## config.mk

```make
export PLATFORM = sky130hd
export DESIGN_NAME = ahb_lite_master
export DESIGN_NICKNAME = d
export VERILOG_FILES = /design/src/rtl/ahb_lite_master.sv
export SDC_FILE = /design/constraint.sdc
export NUM_CORES = 1
export LEC_CHECK = 0
export CAP_MARGIN = 5
export CORE_MARGIN = 2
export CORE_UTILIZATION = 35
export DETAILED_ROUTE_END_ITERATION = 7
export PLACE_DENSITY_LB_ADDON = 0.12
export SYNTH_ARGS = -nofsm -noshare
export SYNTH_HDL_FRONTEND = slang
export SYNTH_SLANG_ARGS = --single-unit
```

## constraint.sdc

```tcl
create_clock -name HCLK -period 2 [get_ports HCLK]
set_input_delay 0.3 -clock HCLK [delete_from_list [all_inputs] [get_ports HCLK]]
set_output_delay 0.3 -clock HCLK [all_outputs]
set_load 0.01 [all_outputs]
```

## src/rtl/ahb_lite_master.sv

```systemverilog
// ahb_lite_master: single-initiator AHB-Lite master.
// Turns a valid/ready load-store request port into SINGLE NONSEQ AHB transfers.
// Address and data phases are pipelined. hready wait states are honoured.
// hresp errors are reported back per request, and an address phase that the
// master cancels during a two-cycle ERROR response is replayed unmodified.
// Optional build macro AHB_MASTER_ALIGN_CHECK_EN: a request that is misaligned
// or oversized is answered locally with an error and never reaches the bus.
module ahb_lite_master #(
  parameter int          ADDR_WIDTH = 32,
  parameter int          DATA_WIDTH = 32,
  parameter logic [3:0]  HPROT_VAL  = 4'b0011
) (
  input  logic                  HCLK,
  input  logic                  HRESETn,
  input  logic                  req_valid,
  output logic                  req_ready,
  input  logic                  req_write,
  input  logic [ADDR_WIDTH-1:0] req_addr,
  input  logic [2:0]            req_size,
  input  logic [DATA_WIDTH-1:0] req_wdata,
  output logic                  rsp_valid,
  output logic [DATA_WIDTH-1:0] rsp_rdata,
  output logic                  rsp_error,
  output logic [ADDR_WIDTH-1:0] haddr,
  output logic                  hwrite,
  output logic [1:0]            htrans,
  output logic [2:0]            hsize,
  output logic [2:0]            hburst,
  output logic [3:0]            hprot,
  output logic                  hmastlock,
  output logic [DATA_WIDTH-1:0] hwdata,
  input  logic [DATA_WIDTH-1:0] hrdata,
  input  logic                  hready,
  input  logic                  hresp
);

  localparam int SIZE_MAX = $clog2(DATA_WIDTH / 8);

  typedef enum logic [1:0] {
    HTRANS_IDLE   = 2'b00,
    HTRANS_NONSEQ = 2'b10
  } htrans_e;

  // Address-phase register. Its fields drive the bus directly.
  logic                  ap_valid, ap_cancel, ap_bad, ap_write;
  logic [ADDR_WIDTH-1:0] ap_addr;
  logic [2:0]            ap_size;
  logic [DATA_WIDTH-1:0] ap_wdata;
  // Next-state values for the address phase.
  logic                  ap_valid_d, ap_cancel_d, ap_bad_d, ap_write_d;
  logic [ADDR_WIDTH-1:0] ap_addr_d;
  logic [2:0]            ap_size_d;
  logic [DATA_WIDTH-1:0] ap_wdata_d;
  htrans_e               htrans_q, htrans_d;

  // Data-phase register.
  logic                  dp_valid, dp_bad, dp_write;
  logic [DATA_WIDTH-1:0] dp_wdata;

  logic req_bad, accept, ap_take, err_live;

`ifdef AHB_MASTER_ALIGN_CHECK_EN
  logic [ADDR_WIDTH-1:0] size_mask;
  assign size_mask = (ADDR_WIDTH'(1) << req_size) - ADDR_WIDTH'(1);
  assign req_bad   = (req_size > 3'(SIZE_MAX)) || ((req_addr & size_mask) != '0);
`else
  assign req_bad   = 1'b0;
`endif

  // An error counts only while a real transfer is in its data phase.
  // A stray hresp with no such transfer is ignored.
  assign err_live  = hresp & dp_valid & ~dp_bad;
  // The address phase completes on hready, unless the master cancelled it.
  assign ap_take   = ap_valid & hready & ~ap_cancel;
  assign req_ready = HRESETn & (~ap_valid | (hready & ~err_live & ~ap_cancel));
  assign accept    = req_valid & req_ready;

  assign haddr     = ap_addr;
  assign hwrite    = ap_write;
  assign hsize     = ap_size;
  assign htrans    = htrans_q;
  assign hwdata    = dp_wdata;
  assign hburst    = 3'b000;
  assign hprot     = HPROT_VAL;
  assign hmastlock = 1'b0;

  // Compute the next address phase: drain, error-cancel, replay or refill.
  always_comb begin
    // NOTE: every output of this block gets a default first, so a path that
    // assigns nothing holds the state value and no latch is inferred.
    ap_valid_d  = ap_valid;
    ap_cancel_d = ap_cancel;
    ap_bad_d    = ap_bad;
    ap_write_d  = ap_write;
    ap_addr_d   = ap_addr;
    ap_size_d   = ap_size;
    ap_wdata_d  = ap_wdata;
    if (ap_take) begin
      ap_valid_d  = 1'b0;
      ap_bad_d    = 1'b0;
    end
    // The second error cycle ends with hready high. Once the cancel has been
    // shown as IDLE, the same address phase is replayed in the next cycle.
    if (ap_cancel && hready) ap_cancel_d = 1'b0;
    // In the first error cycle, withdraw the pending address phase.
    if (ap_valid && err_live && !hready) ap_cancel_d = 1'b1;
    if (accept) begin
      ap_valid_d  = 1'b1;
      ap_cancel_d = 1'b0;
      ap_bad_d    = req_bad;
      ap_write_d  = req_write;
      ap_addr_d   = req_addr;
      ap_size_d   = req_size;
      ap_wdata_d  = req_wdata;
    end
    htrans_d = (ap_valid_d && !ap_cancel_d && !ap_bad_d) ? HTRANS_NONSEQ : HTRANS_IDLE;
  end

  // Address-phase register and registered htrans.
  always_ff @(posedge HCLK or negedge HRESETn) begin
    if (!HRESETn) begin
      ap_valid  <= 1'b0;
      ap_cancel <= 1'b0;
      ap_bad    <= 1'b0;
      ap_write  <= 1'b0;
      ap_addr   <= '0;
      ap_size   <= '0;
      ap_wdata  <= '0;
      htrans_q  <= HTRANS_IDLE;
    end else begin
      // NOTE: state is updated with non-blocking assignments, so every
      // register in this design samples its pre-edge inputs regardless of
      // the order in which the blocks are evaluated.
      ap_valid  <= ap_valid_d;
      ap_cancel <= ap_cancel_d;
      ap_bad    <= ap_bad_d;
      ap_write  <= ap_write_d;
      ap_addr   <= ap_addr_d;
      ap_size   <= ap_size_d;
      ap_wdata  <= ap_wdata_d;
      htrans_q  <= htrans_d;
    end
  end

  // Data-phase register. It advances only on hready, so hwdata stays stable
  // through wait states.
  always_ff @(posedge HCLK or negedge HRESETn) begin
    if (!HRESETn) begin
      dp_valid <= 1'b0;
      dp_bad   <= 1'b0;
      dp_write <= 1'b0;
      dp_wdata <= '0;
    end else if (hready) begin
      dp_valid <= ap_take;
      dp_bad   <= ap_take & ap_bad;
      dp_write <= ap_write;
      if (ap_take) dp_wdata <= ap_wdata;
    end
  end

  // Response: a one-cycle pulse after the final data-phase cycle.
  // Locally rejected requests always report an error and return zero data.
  always_ff @(posedge HCLK or negedge HRESETn) begin
    if (!HRESETn) begin
      rsp_valid <= 1'b0;
      rsp_error <= 1'b0;
      rsp_rdata <= '0;
    end else begin
      rsp_valid <= dp_valid & hready;
      if (dp_valid && hready) begin
        rsp_error <= hresp | dp_bad;
        rsp_rdata <= (dp_write || dp_bad) ? '0 : hrdata;
      end
    end
  end

endmodule
```

Word-level counts from Yosys, hierarchy flattened
Index checks and enable logic that the tools add are counted.
{"block": "word_totals", "register_bits": 142, "inputBits": 105, "out_inout_bits": 113, "word_cells": 51}
{"block": "classes", "mux": 9, "n_bitwise": 16, "n_reduce_logical": 11}
{"operator": "2-to-1 mux 32 bit", "count": 1}
{"operator": "bitwise AND 1 bit", "count": 10}
{"operator": "2-to-1 mux 1 bit", "count": 7}
{"operator": "logical AND 1 bit", "count": 6}
{"operator": "inverter 1 bit", "count": 4}
{"operator": "zero test 1 bit", "count": 3}
{"operator": "2-to-1 mux 2 bit", "count": 1}
{"operator": "OR 1 bit", "count": 2}
{"operator": "AND reduction 2 bit", "count": 1}
{"operator": "logical OR 1 bit", "count": 1}

Longest topological paths before layout
Gate-level depths: netlist of run 1.
{"block": "logic_depth", "word_depth": 13, "depth_mapped": 6, "depth_no_buf": 3}

Worst setup path after synthesis of run 1
No wires, ideal clock.
{"block": "synth_timing", "kind": "register to register", "startpoint": "register ap_valid", "endpoint": "register ap_wdata[10]", "setup_ns": 0.127, "arrival_ns": 1.602, "required_ns": 1.873, "path_slack_ns": 0.270, "path_stages_with_launch": 6, "n_path_buf": 2, "synth_period_minus_slack_ns": 1.730, "cell_sequence": "dfrtp_1 and4b_4 a211oi_2 buf_6 buf_6 mux2_1"}
{"block": "synth_between", "elab_chain_len": 4}
{"item": "from (decl)", "line": "45", "source": "logic ap_valid, ap_cancel, ap_bad, ap_write;"}
{"item": "from (signal assigned)", "line": "134", "source": "ap_valid <= ap_valid_d;"}
{"item": "inverter 1 bit", "line": "75", "source": "assign req_ready = HRESETn & (~ap_valid | (hready & ~err_live & ~ap_cancel));"}
{"item": "OR 1 bit", "line": "75"}
{"item": "bitwise AND 1 bit", "line": "75"}
{"item": "bitwise AND 1 bit", "line": "76", "source": "assign accept = req_valid & req_ready;"}
{"item": "to (signal assigned)", "line": "140", "source": "ap_wdata <= ap_wdata_d;"}
{"item": "to (decl)", "line": "48", "source": "logic [DATA_WIDTH-1:0] ap_wdata;"}
No other way between the ends.
A chain may end at the register's enable or synchronous reset.

Final worst setup path of run 1
{"block": "layout_timing", "startpoint": "register dp_bad", "endpoint": "output port req_ready"}
{"block": "layout_between", "elab_chain_len": 7}
{"item": "from (decl)", "line": "57", "source": "logic dp_valid, dp_bad, dp_write;"}
{"item": "from (signal assigned)", "line": "155", "source": "dp_bad <= ap_take & ap_bad;"}
{"item": "inverter 1 bit", "line": "72", "source": "assign err_live = hresp & dp_valid & ~dp_bad;"}
{"item": "bitwise AND 1 bit", "line": "72"}
{"item": "inverter 1 bit", "line": "75"}
{"item": "bitwise AND 1 bit (2 in series)", "line": "75"}
{"item": "OR 1 bit", "line": "75"}
{"item": "bitwise AND 1 bit", "line": "75"}
{"item": "to (decl)", "line": "16", "source": "output logic req_ready,"}
No other way between the ends.

==> flow_metrics.py, run 1 <==
metrics = {
    "run_status": {
        "status": "complete, no violations",
    },
    "yosys": {
        "synthCells": 330,
        "synthDistinctLibCells": 27,
        "synth_area_per_cell_um2": 16.06,
        "synth_flop_cell": "dfrtp_1",
        "synth_edf_count": 0,
        "ys_seq_area_share_pct": 66.59,
        "synth_warnings": 0,
        "synth-seq-cells": 141,
        "synth_area_mm2": 0.005299,
        "async_flop_share_pct": 100.0,
    },
    "hold_path": {
        "holdCritStartpoint": "ap_wdata[28]$_DFFE_PN0P_",
        "min_delay_worst_endpoint": "ap_wdata[28]$_DFFE_PN0P_",
        "min_delay_path_depth": 1,
        "hp-class": "register to register",
    },
    "floorplanning": {
        "initial_core_util_pct": 36.18,
        "io_pins": 218,
        "die_h_um": 127.0,
        "fp.dieW_um": 127.0,
        "core_mm2": 0.01464,
        "dieArea_mm2": 0.01614,
        "rows": 44,
    },
    "drt": {
        "viasPerCell": 4.726,
        "num_vias": 3559,
        "finalWirelength_um": 12500,
        "drc": 0,
        "wl_per_cell_um": 16.59,
        "drtAntennaViolNets": 0,
        "first_iter_violations": 126,
        "drtPass1Iterations": 4,
    },
    "cts": {
        "cts_max_path_buffers": 2,
        "htreeDepth": 4,
        "path_clk_slew_ns": 0.06,
        "cts_buffers": 17,
        "clk_latency_ns": 0.41,
        "cts_num_sinks": 141,
        "cts_tree": "done",
        "cts-root-buf": "clkbuf_16",
    },
    "critical_path": {
        "r2r-start": "dp_bad$_DFFE_PN0P_",
        "regToRegEndpoint": "haddr[30]$_DFFE_PN0P_",
        "cp-end-kind": "output pin",
        "crit_path_start_kind": "register",
        "ff2ff_path_depth": 5,
        "crit_required_ns": 1.70,
        "arrival_ns": 1.65,
        "r2r_setup_slack_ns": 0.11,
        "crit_fanout": 4,
        "critPathKind": "register to output pin",
    },
    "timing": {
        "tns_ns": 0,
        "min_period_ns": 1.949,
        "grt_setup_unrepaired": "no",
        "tightest_slew_ns": 0.6187,
        "hold_viol": 0,
        "whs_ns": 0.4774,
        "min_period_over_period_pct": 97.44,
        "fmax_mhz": 513.2,
        "fin_skew_ns": 0.005749,
        "setup_violations": 0,
        "slew_viol_final": 0,
        "slew_headroom_pct": 58.75,
    },
    "placement": {
        "post-dp-hpwl_um": 8633,
        "placed_cells": 719,
        "port_buffers": 208,
        "gp_congestion": 0.6975,
    },
    "layout": {
        "finalNonFillerCells": 753,
        "finish.utilization_pct": 56.95,
        "diodes": 0,
        "nets": 661,
        "drive_above_1_share_pct": 23.55,
        "synthToLayoutAreaGrowth_pct": 57.38,
    },
    "global_route": {
        "grt_usage_pct": 15.95,
        "grt_pass1_wl_um": 19690,
        "grt_remaining_overflow": 0,
        "grt_max_degree": 120,
        "antenna_found_initial": 0,
        "grt_pass1_vias": 3736,
    },
    "job": {
        "drv_cap": 0,
    },
    "power": {
        "p_total_w": 0.01035,
        "ir_drop_mv": 0.7453,
        "p_leak_nw": 3.560,
        "power_density_mw_per_mm2": 1241,
    },
}
-- layout by cell type (no fill, tap or decap), drive strengths merged --
| master | count |
|---|---|
| clkdlybuf4s50 | 206 |
| dfrtp | 141 |
| mux2 | 101 |
| a22o | 32 |
| clkbuf | 23 |
| buf | 18 |
| conb | 9 |
| inv | 5 |
| nand2 | 4 |
| bufinv | 4 |
| o21ai | 3 |
| clkinv | 3 |
| nand3b | 2 |
| nor2 | 2 |
| and4b | 1 |
| nand2b | 1 |
| and3b | 1 |
| a21oi | 1 |
| and3 | 1 |
| nand3 | 1 |
| or3b | 1 |
| a32o | 1 |
| nand4 | 1 |
| o211ai | 1 |
| a211oi | 1 |
| nor3 | 1 |
| o22ai | 1 |
| clkinvlp | 1 |
| dlygate4sd3 | 1 |
| dlygate4sd2 | 1 |
-- stage by stage --
stage                     worst slack, ns  cell area (um2)
final                             0.05125             8339
after global routing           0.00002398             8339
after CTS                         0.02337             8339
after detailed placement         -0.09658             7670
after global placement           -0.07408             7670
after floorplan                    0.2700             5325
-- how the worst max path moves through the flow --
stage,from,end,slack (ns),cells after the start
floorplan,ap_valid$_DFF_PN0_,ap_wdata[10]$_DFFE_PN0P_,0.27,5
global placement,hresp,ap_wdata[2]$_DFFE_PN0P_,-0.07,5
detailed placement,hready,haddr[30]$_DFFE_PN0P_,-0.1,5
CTS,dp_bad$_DFFE_PN0P_,req_ready,0.02,3
global route,dp_bad$_DFFE_PN0P_,req_ready,0.00002,3
finish,dp_bad$_DFFE_PN0P_,req_ready,0.05,3
-- per-layer routing --
metal	up-vias	routed length, um	track usage (%)
met4	0	210	6.658
met3	17	1095	6.868
met1	1787	4927	18.10
met5	-	0	0
met2	131	6263	26.50
li1	1624	-	-
-- report_power, final --
part	internal [W]	switching [W]	leakage (nW)	total [W]
Combinational	0.00187	0.00102	1.53	0.00289
Sequential	0.00364	0.000392	1.71	0.00404
Clock	0.00226	0.00116	0.320	0.00342
-- worst max-delay path: stages, from the launching register on --
cell	delay, ns
dfrtp_1	0.43
and4b_4	0.34
and3b_1	0.17
dlygate4sd2_1	0.30
-- what timing repair did --
item	4_1_cts	5_1_grt
buffers inserted	1	0
hold buffers	1	0
endpoints found under the hold margin	24	0
gates resized for setup	1	0
endpoints found under the setup margin	1	0
-- cell type report --
cell class	count	area (um2)
tap	184	230.2
timing repair buffer	226	2295
fill	1208	6305
sequential	141	3528
inverter	4	15.01
clock buffer	23	498.0
clock inverter	9	155.1
multi-input combinational	166	1618
-- state kept, by name, indices dropped and copies added (netlist names), 3 cells and up --
register   count
hwdata        32
hsize          3
haddr         32
rsp_rdata     32
ap_wdata      32
-- synthesized netlist by cell type (2+ instances only) --
cell	instances	area share, %
inv_1	4	0.28
nor2_1	2	0.14
buf_6	3	0.64
nand3b_1	2	0.28
buf_4	13	1.8
mux2_1	20	4.3
o21ai_0	3	0.28
mux2_2	81	17
dfrtp_1	141	67
a22o_1	32	5.3
buf_2	6	0.57
nand2_1	4	0.28
conb_1	2	0.14
clkbuf_1	4	0.28
-- cells by family after synthesis --
kind of cell    after synthesis  share of synthesized area, %
other cells                   2                        0.1417
simple gates                 16                         1.842
mux                         101                         21.46
buf+inv                      30                         3.612
compound gates               40                         6.352
flops                       141                         66.59
(Power assumes the default switching activity.)
==> run 2, diff against run 1 <==
--- a/config.mk
+++ b/config.mk
@@ -11,3 +11,3 @@
 export DETAILED_ROUTE_END_ITERATION = 7
-export PLACE_DENSITY_LB_ADDON = 0.12
+export PLACE_DENSITY = 0.67
 export SYNTH_ARGS = -nofsm -noshare
--- a/constraint.sdc
+++ b/constraint.sdc
@@ -3,2 +3,2 @@
 set_output_delay 0.3 -clock HCLK [all_outputs]
-set_load 0.01 [all_outputs]
+set_load 0.05 [all_outputs]
==> run 2 against run 1 <==
Net effect:
- clock skew grew 0.00088 ns
- maximum frequency grew 0.69%
- power grew 18%
- global-route usage is essentially flat
- wire length shrank 2.0%
- hold slack lost 0.0012 ns
- combinational power grew 69%
- largest cell class unchanged
- largest power group is now combinational cells
- highest routed layer unchanged
==> flow_metrics.py, run 2 (synthesis gave the netlist of run 1 again) <==
metrics = {
    "critical_path": {
        "crit_path_start_kind": "register",
        "crit_required_ns": 1.70,
        "crit_fanout": 4,
        "critPathKind": "register to output pin",
        "r2r-start": "dp_bad$_DFFE_PN0P_",
        "arrival_ns": 1.64,
        "startpoint": "dp_bad$_DFFE_PN0P_",
        "cp-end-kind": "output pin",
    },
    "layout": {
        "seqCellArea_mm2": 0.003528,
        "diodes": 0,
        "synthToLayoutAreaGrowth_pct": 56.62,
        "finalNonFillerCells": 755,
        "final_cell_mix": "clkdlybuf4s50_1 (206), dfrtp_1 (141), mux2_2 (81)",
        "multiInputGateArea_mm2": 0.001618,
        "nets": 663,
        "drive_above_1_share_pct": 24.17,
        "layout_commonest_cell": "clkdlybuf4s50_1",
        "nFillCells": 1179,
    },
    "cts": {
        "htreeDepth": 4,
        "cts_max_path_buffers": 2,
        "cts_tree": "done",
        "cts-root-buf": "clkbuf_16",
        "cts_buffers": 17,
        "path_clk_slew_ns": 0.06,
        "cts_resized": 0,
        "clk_latency_ns": 0.42,
        "cts_num_sinks": 141,
    },
    "hold_path": {
        "holdCritStartpoint": "hrdata[1]",
        "hp-class": "input port to register",
    },
    "global_route": {
        "grt_pass1_wl_um": 19670,
        "grt_usage_pct": 15.92,
        "grt_max_degree": 100,
        "grt_pass1_vias": 3753,
        "antenna_found_initial": 0,
        "grt_remaining_overflow": 0,
    },
    "power": {
        "ir_drop_mv": 0.7445,
        "p_switching_w": 0.004697,
        "power_density_mw_per_mm2": 1467,
        "p_sw_share_pct": 38.58,
        "clkPwrFrac_pct": 26.5,
        "p_leak_nw": 3.531,
        "p_total_w": 0.01217,
        "power_frac_seq_pct": 33.4,
        "internal-power_w": 0.007478,
        "pwr-share-comb_pct": 40.1,
    },
    "placement": {
        "gp_congestion": 0.7179,
        "placed_cells": 718,
        "pre_cts_slack_ns": -0.08426,
        "post-dp-hpwl_um": 8584,
        "port_buffers": 208,
    },
    "timing": {
        "fin_skew_ns": 0.006629,
        "fmax_mhz": 516.7,
        "hold_viol": 0,
        "layout_setup_ws_ns": 0.06459,
        "tightest_slew_ns": 0.5467,
        "whs_ns": 0.4762,
        "slew_viol_final": 0,
        "min_period_over_period_pct": 96.77,
        "setup_violations": 0,
        "slew_headroom_pct": 63.44,
        "tns_ns": 0,
        "min_period_ns": 1.935,
    },
    "drt": {
        "drtPass1Iterations": 4,
        "drtAntennaViolNets": 0,
        "viasPerCell": 4.734,
        "num_vias": 3574,
        "wl_per_cell_um": 16.22,
        "first_iter_violations": 133,
        "drc": 0,
        "finalWirelength_um": 12250,
    },
    "floorplanning": {
        "initial_core_util_pct": 36.18,
        "dieArea_mm2": 0.01614,
        "fp.dieW_um": 127.0,
        "core_mm2": 0.01464,
        "die_h_um": 127.0,
        "rows": 44,
        "io_pins": 218,
    },
    "job": {
        "drv_cap": 0,
    },
    "run_status": {
        "status": "complete, no violations",
    },
}
run 2: cell count changes in the layout (fill, tap and decap cells not counted), moves of 3 or more:
cell | previous run | this run
clkinvlp_4 | 1 | 4
inv_6 | 1 | 5
clkbuf_8 | 5 | 0
buf_4 | 11 | 15
run 2: power groups by stage:
stage               Clock [W]  Combinational (W)  Sequential (W)
global route          0.00346            0.00507         0.00417
global placement            0            0.00486         0.00407
floorplan                   0           0.000869         0.00629
CTS                   0.00334            0.00493         0.00408
finish                0.00323            0.00488         0.00406
detailed placement          0            0.00491         0.00411
run 2: worst paths after layout:
| path | end | slack, ns | cells past startpoint |
|---|---|---|---|
| worst max-delay path | req_ready | 0.06 | 4 |
| worst min-delay path | rsp_rdata[1]$_DFFE_PN0P_ | 0.48 | 2 |
| worst max register to register | haddr[8]$_DFFE_PN0P_ | 0.12 | 5 |
| worst min register to register | rsp_error$_DFFE_PN0P_ | 0.48 | 2 |
| max in group asynchronous | ap_wdata[0]$_DFFE_PN0P_ | 1.06 | 3 |
| min in group asynchronous | rsp_rdata[6]$_DFFE_PN0P_ | 0.51 | 3 |
run 2: worst max-delay path, stage by stage (launching register included):
cell,delay (ns)
dfrtp_1,0.41
and4b_4,0.34
buf_4,0.11
and3b_1,0.20
buf_12,0.15
run 2: cell type report:
cell class	count	area share [%]
clock buffers	17	5.126
clock inverters	15	2.246
inverters	4	0.1809
multi-input cells	166	19.49
flip-flops and latches	141	42.51
well taps	184	2.774
repair buffers	228	27.66
run 2: per-layer routing:
metal,global-route usage (%),wire [um]
met1,18.75,5023
met2,26.15,6082
met3,6.281,954
met4,6.593,187
met5,0,0
run 2: stage by stage:
step	cell area, um2	util (%)
floorplan	5325	-
global placement	7647	52.22
detailed placement	7647	52.22
CTS	8277	56.52
global route	8299	56.67
finish	8299	56.67
run 2: what timing repair did:
action	CTS	global route
hold buffers	1	0
setup buffers	1	3
cloned	0	0
endpoints found under the setup margin	1	8
hold endpoints to repair	141	0
==> patch, RTL diff (flow settings as in run 2) <==
Set the parameter `DATA_WIDTH` to 64 (it was 32).
--- a/src/rtl/ahb_lite_master.sv
+++ b/src/rtl/ahb_lite_master.sv
@@ -7,7 +7,7 @@
 // or oversized is answered locally with an error and never reaches the bus.
 module ahb_lite_master #(
   parameter int          ADDR_WIDTH = 32,
-  parameter int          DATA_WIDTH = 32,
+  parameter int          DATA_WIDTH = 64,
   parameter logic [3:0]  HPROT_VAL  = 4'b0011
 ) (
   input  logic                  HCLK,
Interface: changed (resized hrdata, hwdata, req_wdata and rsp_rdata); port bits go from 218 to 346. No check against the original RTL was run, so the function may have changed too.
==> patch against run 2 <==
Sequential share of layout area grew 0.78 points. Synthesized area grew 66%. Routed wire length grew 77%. Total power grew 63%. Design area grew 65%. Sequential cell count grew 96. Hold slack lost 0.28 ns. Setup slack lost 0.021 ns. Critical path type unchanged. Largest power group unchanged.
==> patch: results (changes against run 2) <==
Critical-path top delay cell: clkdlybuf4s50_1 (was dfrtp_1)
Syn_area_per_cell: 16.4 µm² (was 16.1 µm²)
Sequential fraction of the synthesis area: 67.3% (was 66.6%)
Final wirelength: 21600 µm (was 12200 µm)
Final GP Congestion: 0.754 (was 0.718)
Layout Nets: 1067 (was 663)
Crit-path max cell delay: 0.80 ns (was 0.41 ns)
Hold WS: 0.193 ns (was 0.476 ns)
Starting DRC count in detailed routing: 319 (was 133)
Clk_skew: 0.0133 ns (was 0.00663 ns)
Seq cells post-synth: 237 (was 141)
Vias in the first global route: 6098 (was 3753)
FF-to-FF path depth: 6 (was 5)
Crit Reg-Reg Endpoint: ap_wdata[25] (was haddr[8])
Status: finished, final reports clean (unchanged)
IO buf count: 336 (was 208)
Placed cell area: 12700 µm² (was 7650 µm²)
Commonest non-fill, non-tap cell in the layout: dfrtp_1 (was clkdlybuf4s50_1)
Via count: 5846 (was 3574)
Pre-CTS worst setup slack: -0.155 ns (was -0.0843 ns)
Synth area leaders: dfrtp_1, mux2_2, a22o_1 (unchanged)
GRT Util Overall: 15.9% (about the same)
Worst path arrival time: 1.66 ns (was 1.64 ns)
H-tree levels: 1 (was 4)
DP Cell Count: 1195 (was 718)
Reg2reg start: ap_valid (was dp_bad)
P_leak: 6.75 nW (was 3.53 nW)
Worst slew pin tran: 0.746 ns (was 0.547 ns)
Final Util: 54.9% (was 56.7%)
Detailed Place HPWL: 15000 µm (was 8580 µm)
CTS Buf Count: 26 (was 17)
Hold WC Path Type: in -> async (was in -> reg)
Clk buf depth: 3 (was 2)
Initial antenna violation count: 1 (was 0)
Wirelength per Cell: 17.4 µm (was 16.2 µm)
Peak VDD IR: 0.000919 V (was 0.000744 V)
Largest net degree at the start of global routing: 131 (was 100)
patch: changes by cell type after synthesis, sizes merged:
cell           run 2  this run
mux2             101       165
dfrtp            141       237
a22o              32        64
clkbuf             4         7
buf               22        34
patch: metal layers:
metal	up-vias	share of wire (%)	wire length, µm	global-route usage, %
met3	40	9.0	1960	5.17
met2	237	47	10300	26.4
met4	2	2.4	519	4.38
met1	2911	41	8880	20.0
li1	2656	-	-	-
met5	-	0.074	16	0
patch: how the worst max path moves through the flow:
stage | startpoint | to | slack [ns] | cells past startpoint
5_1_grt | dp_bad | req_ready | -0.02 | 4
3_5_place_dp | hresp | haddr[8] | -0.15 | 6
4_1_cts | hwdata[29] | hwdata[29] | 0.0003 | 1
2_1_floorplan | ap_valid | ap_wdata[0] | 0.34 | 5
6_report | hwdata[43] | hwdata[43] | 0.04 | 1
3_3_place_gp | hresp | haddr[18] | -0.12 | 6
patch: cell families after synthesis:
family	Yosys count	share of synthesized area, %
compound gates	72	6.95
mux	165	21.1
other cells	2	0.0853
flops	237	67.3
buf+inv	45	3.40
simple gates	16	1.12
patch: timing repair:
action / 4_1_cts / 5_1_grt
resized for setup: 94 / 65
gates cloned: 0 / 0
hold buffers: 1 / 0
setup endpoints to repair: 93 / 110
pin swaps: 0 / 1
setup buffers: 2 / 2
hold endpoints to repair: 107 / 0
patch: power breakdown:
| group | internal (mW) | switching (mW) |
|---|---|---|
| logic | 2.73 | 5.29 |
| clock network | 3.17 | 1.85 |
| registers | 6.19 | 0.650 |
patch: layout make-up:
| type | count | share of cell area (%) |
|---|---|---|
| clock buffers | 39 | 5.92 |
| clock inverters | 7 | 0.859 |
| inverters | 4 | 0.110 |
| multi-input cells | 262 | 19.2 |
| flip-flops and latches | 237 | 43.3 |
| well taps | 330 | 3.01 |
| repair buffers | 367 | 27.6 |
